===== src/rtl/tx_lane_striper.sv =====
// Multi-lane transmit striper: gathers bytes into a group of `active` lanes and
// shifts each lane out MSB first, sending IDLE_SYM whenever no full group is staged.
module tx_lane_striper #(
  parameter int              LANES    = 4,
  parameter int              SW       = 8,
  parameter logic [SW-1:0]   IDLE_SYM = 8'hBC,
  parameter int              MW       = (LANES > 1) ? $clog2(LANES) : 1
) (
  input  logic             clk,
  input  logic             reset,
  input  logic             enb,
  input  logic [MW-1:0]    lane_mode,
  input  logic [SW-1:0]    in_data,
  input  logic             in_valid,
  output logic             in_ready,
  output logic [LANES-1:0] lane_out,
  output logic [LANES-1:0] lane_en,
  output logic             sym_start,
  output logic             group_sent
);

  localparam int FW = $clog2(LANES + 1);
  localparam int BW = (SW > 1) ? $clog2(SW) : 1;
  localparam logic [BW-1:0] LAST_BIT = BW'(SW - 1);

  logic [SW-1:0]    staging_q [LANES];
  logic [SW-1:0]    staging_d [LANES];
  logic [SW-1:0]    shift_q   [LANES];
  logic [SW-1:0]    shift_d   [LANES];
  logic [FW-1:0]    fill_q, fill_d;
  logic [BW-1:0]    bitCnt_q, bitCnt_d;
  logic [MW-1:0]    mode_q, mode_d;
  logic             symStart_q, symStart_d;
  logic             groupSent_q, groupSent_d;

  logic [FW-1:0]    activeCnt;
  logic             loadEdge;
  logic             accept;
  logic             groupReady;
  int               modePow;

  // Requested lane count is a power of two, clamped to the physical lane count.
  always_comb begin
    modePow   = 1 << mode_q;
    activeCnt = FW'(LANES);
    if (modePow < LANES) begin
      activeCnt = FW'(modePow);
    end
  end

  always_comb begin
    for (int i = 0; i < LANES; i++) begin
      lane_en[i]  = (FW'(i) < activeCnt);
      lane_out[i] = shift_q[i][SW-1] & lane_en[i];
    end
  end

  assign in_ready   = reset & enb & (fill_q < activeCnt);
  assign accept     = in_valid & in_ready;
  assign loadEdge   = enb & (bitCnt_q == LAST_BIT);
  assign groupReady = (fill_q == activeCnt);
  assign sym_start  = symStart_q;
  assign group_sent = groupSent_q;

  always_comb begin
    staging_d   = staging_q;
    shift_d     = shift_q;
    fill_d      = fill_q;
    bitCnt_d    = bitCnt_q;
    mode_d      = mode_q;
    symStart_d  = symStart_q;
    groupSent_d = groupSent_q;

    if (enb) begin
      bitCnt_d = loadEdge ? '0 : bitCnt_q + BW'(1);

      // in_ready is low while the group is full, so an accept never collides with a send.
      if (accept) begin
        for (int i = 0; i < LANES; i++) begin
          if (FW'(i) == fill_q) begin
            staging_d[i] = in_data;
          end
        end
        fill_d = fill_q + FW'(1);
      end

      if (loadEdge) begin
        symStart_d  = 1'b1;
        groupSent_d = groupReady;
        for (int i = 0; i < LANES; i++) begin
          if (FW'(i) < activeCnt) begin
            shift_d[i] = groupReady ? staging_q[i] : IDLE_SYM;
          end else begin
            shift_d[i] = '0;
          end
        end
        if (groupReady) begin
          fill_d = '0;
        end
        // A lane-count change waits until no partial group would be re-striped.
        if (fill_d == '0) begin
          mode_d = lane_mode;
        end
      end else begin
        symStart_d  = 1'b0;
        groupSent_d = 1'b0;
        for (int i = 0; i < LANES; i++) begin
          shift_d[i] = shift_q[i] << 1;
        end
      end
    end
  end

  always_ff @(posedge clk or negedge reset) begin
    if (!reset) begin
      for (int i = 0; i < LANES; i++) begin
        staging_q[i] <= '0;
        shift_q[i]   <= '0;
      end
      fill_q      <= '0;
      bitCnt_q    <= '0;
      mode_q      <= '0;
      symStart_q  <= 1'b0;
      groupSent_q <= 1'b0;
    end else begin
      staging_q   <= staging_d;
      shift_q     <= shift_d;
      fill_q      <= fill_d;
      bitCnt_q    <= bitCnt_d;
      mode_q      <= mode_d;
      symStart_q  <= symStart_d;
      groupSent_q <= groupSent_d;
    end
  end

endmodule

===== config.mk =====
export PLATFORM = sky130hd
export DESIGN_NAME = tx_lane_striper
export DESIGN_NICKNAME = d
export VERILOG_FILES = /design/src/rtl/tx_lane_striper.sv
export SDC_FILE = /design/constraint.sdc
export NUM_CORES = 1
export LEC_CHECK = 0
export CAP_MARGIN = 30
export CORE_ASPECT_RATIO = 1.25
export CORE_MARGIN = 2
export CORE_UTILIZATION = 58
export DETAILED_ROUTE_END_ITERATION = 10
export GPL_ROUTABILITY_DRIVEN = 1
export PLACE_DENSITY = 0.79
export SETUP_SLACK_MARGIN = 0.5
export SKIP_LAST_GASP = 1
export SLEW_MARGIN = 5
export SYNTH_ARGS = -nofsm -noshare
export SYNTH_HDL_FRONTEND = slang
export SYNTH_SLANG_ARGS = --single-unit

===== constraint.sdc =====
create_clock -name clk -period 2.5 [get_ports clk]
set_input_delay 0.75 -clock clk [delete_from_list [all_inputs] [get_ports clk]]
set_output_delay 0.75 -clock clk [all_outputs]
set_load 0.02 [all_outputs]

# ---- Yosys cells after proc, flatten, opt, wreduce, memory -nomap -nowiden
# Index checks and enable logic that the tools add are counted.
dict set report word_totals {
  reg_bits 74
  elab_cells 60
  output_inout_bits 11
}
dict set report op_classes {
  shifts 1
  n_addsub 2
  n_eq_ne 5
  mux 18
  magnitude_cmp 6
  n_bitwise 8
  n_reduce_logical 7
}
# cell n
set op_table {}
lappend op_table {{$mux W8} 8}
lappend op_table {{$lt A32 B4 Y1 const B} 1}
lappend op_table {{$mux W32} 1}
lappend op_table {{$shl A1 B2 Y32 const A} 1}
lappend op_table {{$mux W3} 7}
lappend op_table {{$reduce_and A3 Y1} 5}
lappend op_table {{$and A1 B1 Y1} 8}
lappend op_table {{$add A3 B1 Y3 const B} 2}
lappend op_table {{$eq A2 B3 Y1 const A} 2}
lappend op_table {{$logic_not A3 Y1} 2}
lappend op_table {{$lt A1 B3 Y1 const A} 2}
lappend op_table {{$lt A2 B3 Y1 const A} 2}
lappend op_table {{$eq A1 B3 Y1 const A} 1}
lappend op_table {{$eq A3 B3 Y1} 1}
lappend op_table {{$eq A3 B3 Y1 const B} 1}
lappend op_table {{$lt A3 B3 Y1} 1}
lappend op_table {{$mux W1} 2}

# ---- Depth between registers and ports, before layout
dict set report logic_depth {
  depth_word 12
  depth_mapped 11
  depth_no_buf 9
}

# ---- Least setup slack after synthesis
# No wires, ideal clock.
dict set report synth_timing {
  path_kind {input-to-output}
  start {input port enb}
  end {output port in_ready}
  required_time_ns 1.750
  cell_stages 3
  setup_slack_ns 0.154
  arrival_time_ns 1.596
  cell_sequence {clkbuf_1 > clkbuf_1 > and4_1}
}
dict set report synth_via {
  elab_chain_len 2
}
# item line
set synth_lines {}
lappend synth_lines {{start: declaration} 11} ;# input logic enb,
lappend synth_lines {{$and A1 B1 Y1 (2 in a row)} 58} ;# assign in_ready = reset & enb & (fill_q < activeCnt);
lappend synth_lines {{end: declaration} 15} ;# output logic in_ready,
# Every way passes these cells.

# ---- Final worst setup path
dict set report layout_timing {
  start {register mode_q[1]}
  end {output port in_ready}
}
dict set report layout_via {
  elab_chain_len 5
}
# item line
set layout_lines {}
lappend layout_lines {{start: declaration} 32} ;# logic [MW-1:0] mode_q, mode_d;
lappend layout_lines {{start signal: assignment} 130} ;# mode_q <= mode_d;
lappend layout_lines {{$shl A1 B2 Y32 *} 44} ;# modePow = 1 << mode_q;
lappend layout_lines {{$lt A32 B4 Y1} 46} ;# if (modePow < LANES) begin
lappend layout_lines {{$mux W3 *} 46}
lappend layout_lines {{$lt A3 B3 Y1 *} 58}
lappend layout_lines {{$and A1 B1 Y1 *} 58}
# Every way passes the cells marked *; elsewhere a longest branch is shown, timed or not.

==> results.md <==
- STA classifies the critical path endpoint as a primary output.
- The number of global-route vias before repair is 2477.
- 25 I/O pins were placed.
- The fraction of layout cells with a size suffix above 1 is 0.3159.
- The total count of max-transition violations in the final report came to 0.
- The number of antenna diodes is 0.
- The fill cell instance count of the final layout is 380.
- In the synthesized netlist, the number of instances is 320.
- The critical path class is reg -> out.
- The placed instances occupy a cell area of 0.003862 mm².
- Setup violations remaining at the end of the flow were counted as 1.
- The smallest setup slack after layout is -0.1090 ns.
- The number of DRC violations after detailed-routing iteration 0 is 198.
- The via count is 2554.
- Relative to the synthesized area, the layout overhead comes to 23.77%.
- Of the available clock period, the critical path in the final layout requires 1.044.
- In this run, post-CTS hold repair placed 0 buffers.
- The checks that failed: negative setup slack.
- By area, the combinational part of the netlist is dominated by compound AO/OA/AOI/OAI gates.
- At the placement stage, the worst setup path has a slack of -0.2731 ns.
- Once layout is complete, the utilization of the core stands at 0.7406.
- The maximum buffer depth of the clock tree is 2.
- On the critical path the largest part of the delay comes from flip-flops.
- The CTS buffer count is 9.
- After global routing the overflow that remains totals 0.
- The leakage power total is 1.950 nW.
- The critical path goes through inv_4 -> nand2_4 -> ha_4 -> nor2b_4 -> o31ai_4 -> and4_4 -> buf_6.
- For the pin with the worst max-slew slack, the measured transition is 0.6926 ns.
- Setup repair after global routing could not meet its margin everywhere.
- For the finished layout, the period the worst path requires is 2.609 ns.
- The worst supply voltage drop on vdd is 858.7 µV.
- Clock-pin slew was measured on the worst setup and hold paths at 0.09 ns.
- The run finished, with violations left.
- The net count after synthesis is 343.
- The first TritonRoute pass finished after 4 iterations.
- After detailed routing, the number of vias per cell comes to 5.940.
- The area of the mapped netlist is 0.003458 mm².
- The buffers plus inverters on the worst setup path is 2.
- The post-route clock skew is 0.01103 ns.
- The horizontal die dimension is 73.07 µm.
- In this run, synthesis inferred 0 flip-flops with an integrated enable.
- Based on the critical path, the design can be clocked at up to 383.3 MHz.
- The leading register cell type out of synthesis is dfrtp_1.
- The critical path data required time is 1.75 ns.
- The total track usage is 0.2505.
- The share of the synthesized area in compound gates (AO/OA/AOI/OAI) is 0.1491.
- The largest fanout of any net on the critical path is 3.
- Clock latency on the worst-skew pair, taken at its later pin, is 0.36 ns.
- The post-synthesis mux area share is 0.1190.
- Routability-driven placement finished with a final weighted congestion of 0.8603.
- After detailed routing, the number of remaining DRC violations is 0.
- The number of flip-flops and latches in the synthesized netlist is 74.
- During synthesis, Yosys emitted a total of 0 warnings.
- The basic-gate share of the synthesized area counting and, or, nand and nor cells is 0.1053.
- Of the total synthesized cell area, the portion taken by XOR and XNOR cells is 0.002533.
- The average instance in the mapped netlist occupies 10.81 µm².
- The power per standard cell area is 1178 mW/mm².
- The number of I/O port buffers is 23.
- STA classifies the critical path startpoint as a register.
- The final instance area is 0.004280 mm².
- The critical path arrival is 1.86 ns.
- Power comes to 5.042 mW.
- For this design, the slowest cell found on the critical path is dfrtp_2.
- The effective utilization at floorplan is 0.5984.
- The clock sink total is 74.
- The average wire per standard cell is 18.36 µm.
- The clock tree from TritonCTS is done.
- The largest single stage delay on the critical path is 0.46 ns.
- The adder and majority cell fraction of the synthesized area is 0.03256.
- Synthesis instantiated 41 different standard cells from the library.
- In this run the clock root is driven by a clkbuf_8.
- After synthesis, the share of flip-flops with an asynchronous set or reset is 1.000.
- The overall routed net length is 7896 µm.
- The largest net degree at the start of global routing is 71.
- In this run the vertical extent of the chip is 90.33 µm.
- The HPWL after detailed placement is 4988 µm.
- The remaining number of nets flagged by the antenna check after routing is 0.
- For this run, the post-layout net count is 382.
- The full die area is 0.006600 mm².
- The first global-routing pass estimated 12470 µm of wire.
- The number of antenna violations at the first check in global routing is 0.
- The number of hold-slack violations in the final timing report is 0.
- The total number of H-tree levels is 3.
- The area of the core is 0.005779 mm².
- The class of the worst hold path is in -> async.
- The placement row count is 31.
- The max-capacitance violation count is 0.
- The share of the yosys chip area belonging to registers is 0.5355.
- Headroom to the max-slew limit came out at 0.5382.
==> where the power goes <==
part / internal, mW / switching, mW / leakage, nW
sequential: 1.58 / 0.226 / 0.929
clock: 0.480 / 0.505 / 0.103
combinational: 1.15 / 1.11 / 0.918
total: 3.20 / 1.84 / 1.95
==> metal layers <==
layer  global-route usage  vias to the layer above  share of wire
met5                    0                        -              0
met4              0.09414                        0          0.027
met3              0.04464                       16          0.034
met2               0.3956                       53           0.53
met1               0.3430                     1288           0.41
li1                     -                     1197              -
==> flip-flops by register name, indices dropped and copies added (netlist names) <==
| signal | cells |
|---|---|
| bitCnt_q | 3 |
| fill_q | 3 |
| group_sent | 1 |
| mode_q | 2 |
| shift_q | 32 |
| staging_q | 32 |
| sym_start | 1 |
==> layout make-up <==
cell class	instances	area (µm²)	share of cell area
Timing Repair Buffer	51	467.9	0.1093
Tap cell	66	82.58	0.01929
Clock buffer	9	123.9	0.02894
Sequential cell	74	1853	0.4329
Inverter	23	88.84	0.02075
Multi-Input combinational cell	200	1580	0.3692
Clock inverter	7	83.83	0.01958
==> layout by cell type (no fill, tap or decap), types with 3 or more instances in the layout <==
master and count:
o211ai_1 15, nor2_1 15, dlygate4sd2_1 3, clkdlybuf4s50_1 11, a31oi_1 10, buf_4 22, mux2_2 32, buf_6 8
o221ai_1 7, o21ai_0 22, dfrtp_1 73, clkbuf_8 9, nand2_1 35, o22ai_1 4, inv_6 3, ha_1 6
or3_1 5, nand2_4 3, inv_1 22, mux2_4 3
==> logic make-up after synthesis <==
family,count (synthesis)
AOI/OAI and AO/OA,76
other,1
buffers and inverters,46
adders and majority gates,9
DFF,74
xor gates and xnor gates,1
and+or+nand+nor,77
muxes,36
==> path summary, 6_finish.rpt <==
check | slack (ns) | cells after the start | to | from
max reg2reg | 0.12 | 13 | mode_q[1] | mode_q[1]
min reg2reg | 0.48 | 2 | shift_q[16] | staging_q[16]
min in group clk | 0.48 | 2 | shift_q[16] | staging_q[16]
min | 0.39 | 2 | shift_q[28] | reset
max in group asynchronous | 1.45 | 2 | mode_q[1] | reset
max | -0.11 | 7 | in_ready | mode_q[1]
==> cells in the mapped netlist (3+ instances only) <==
library cell / n / area, µm²
dfrtp_1: 74 / 1852
o211ai_1: 15 / 112.6
nor2_1: 18 / 67.56
o21ai_0: 25 / 125.1
buf_4: 4 / 30.03
nand2_2: 4 / 25.02
and3_1: 4 / 25.02
o22ai_1: 4 / 25.02
nand2_1: 36 / 135.1
or3_1: 5 / 31.28
a21oi_1: 3 / 15.01
ha_1: 9 / 112.6
a31oi_1: 10 / 62.56
o221ai_1: 7 / 61.31
clkbuf_1: 16 / 60.06
inv_1: 22 / 82.58
mux2_2: 32 / 360.4
==> through the flow <==
stage	TNS, ns	cells	hold slack, ns
after floorplan	0	320	0.4331
after global placement	-0.2546	406	0.4589
after detailed placement	-0.2858	406	0.4770
after CTS	-0.1616	427	0.3865
after global routing	-0.1839	430	0.4004
final	-0.1090	430	0.3916
==> timing repair <==
action	in CTS	in global routing
gates resized for setup	40	23
gates cloned	0	1
setup buffers	5	2
pin swaps	7	8
setup endpoints to repair	62	64
Power figures use the tool's default switching activity.
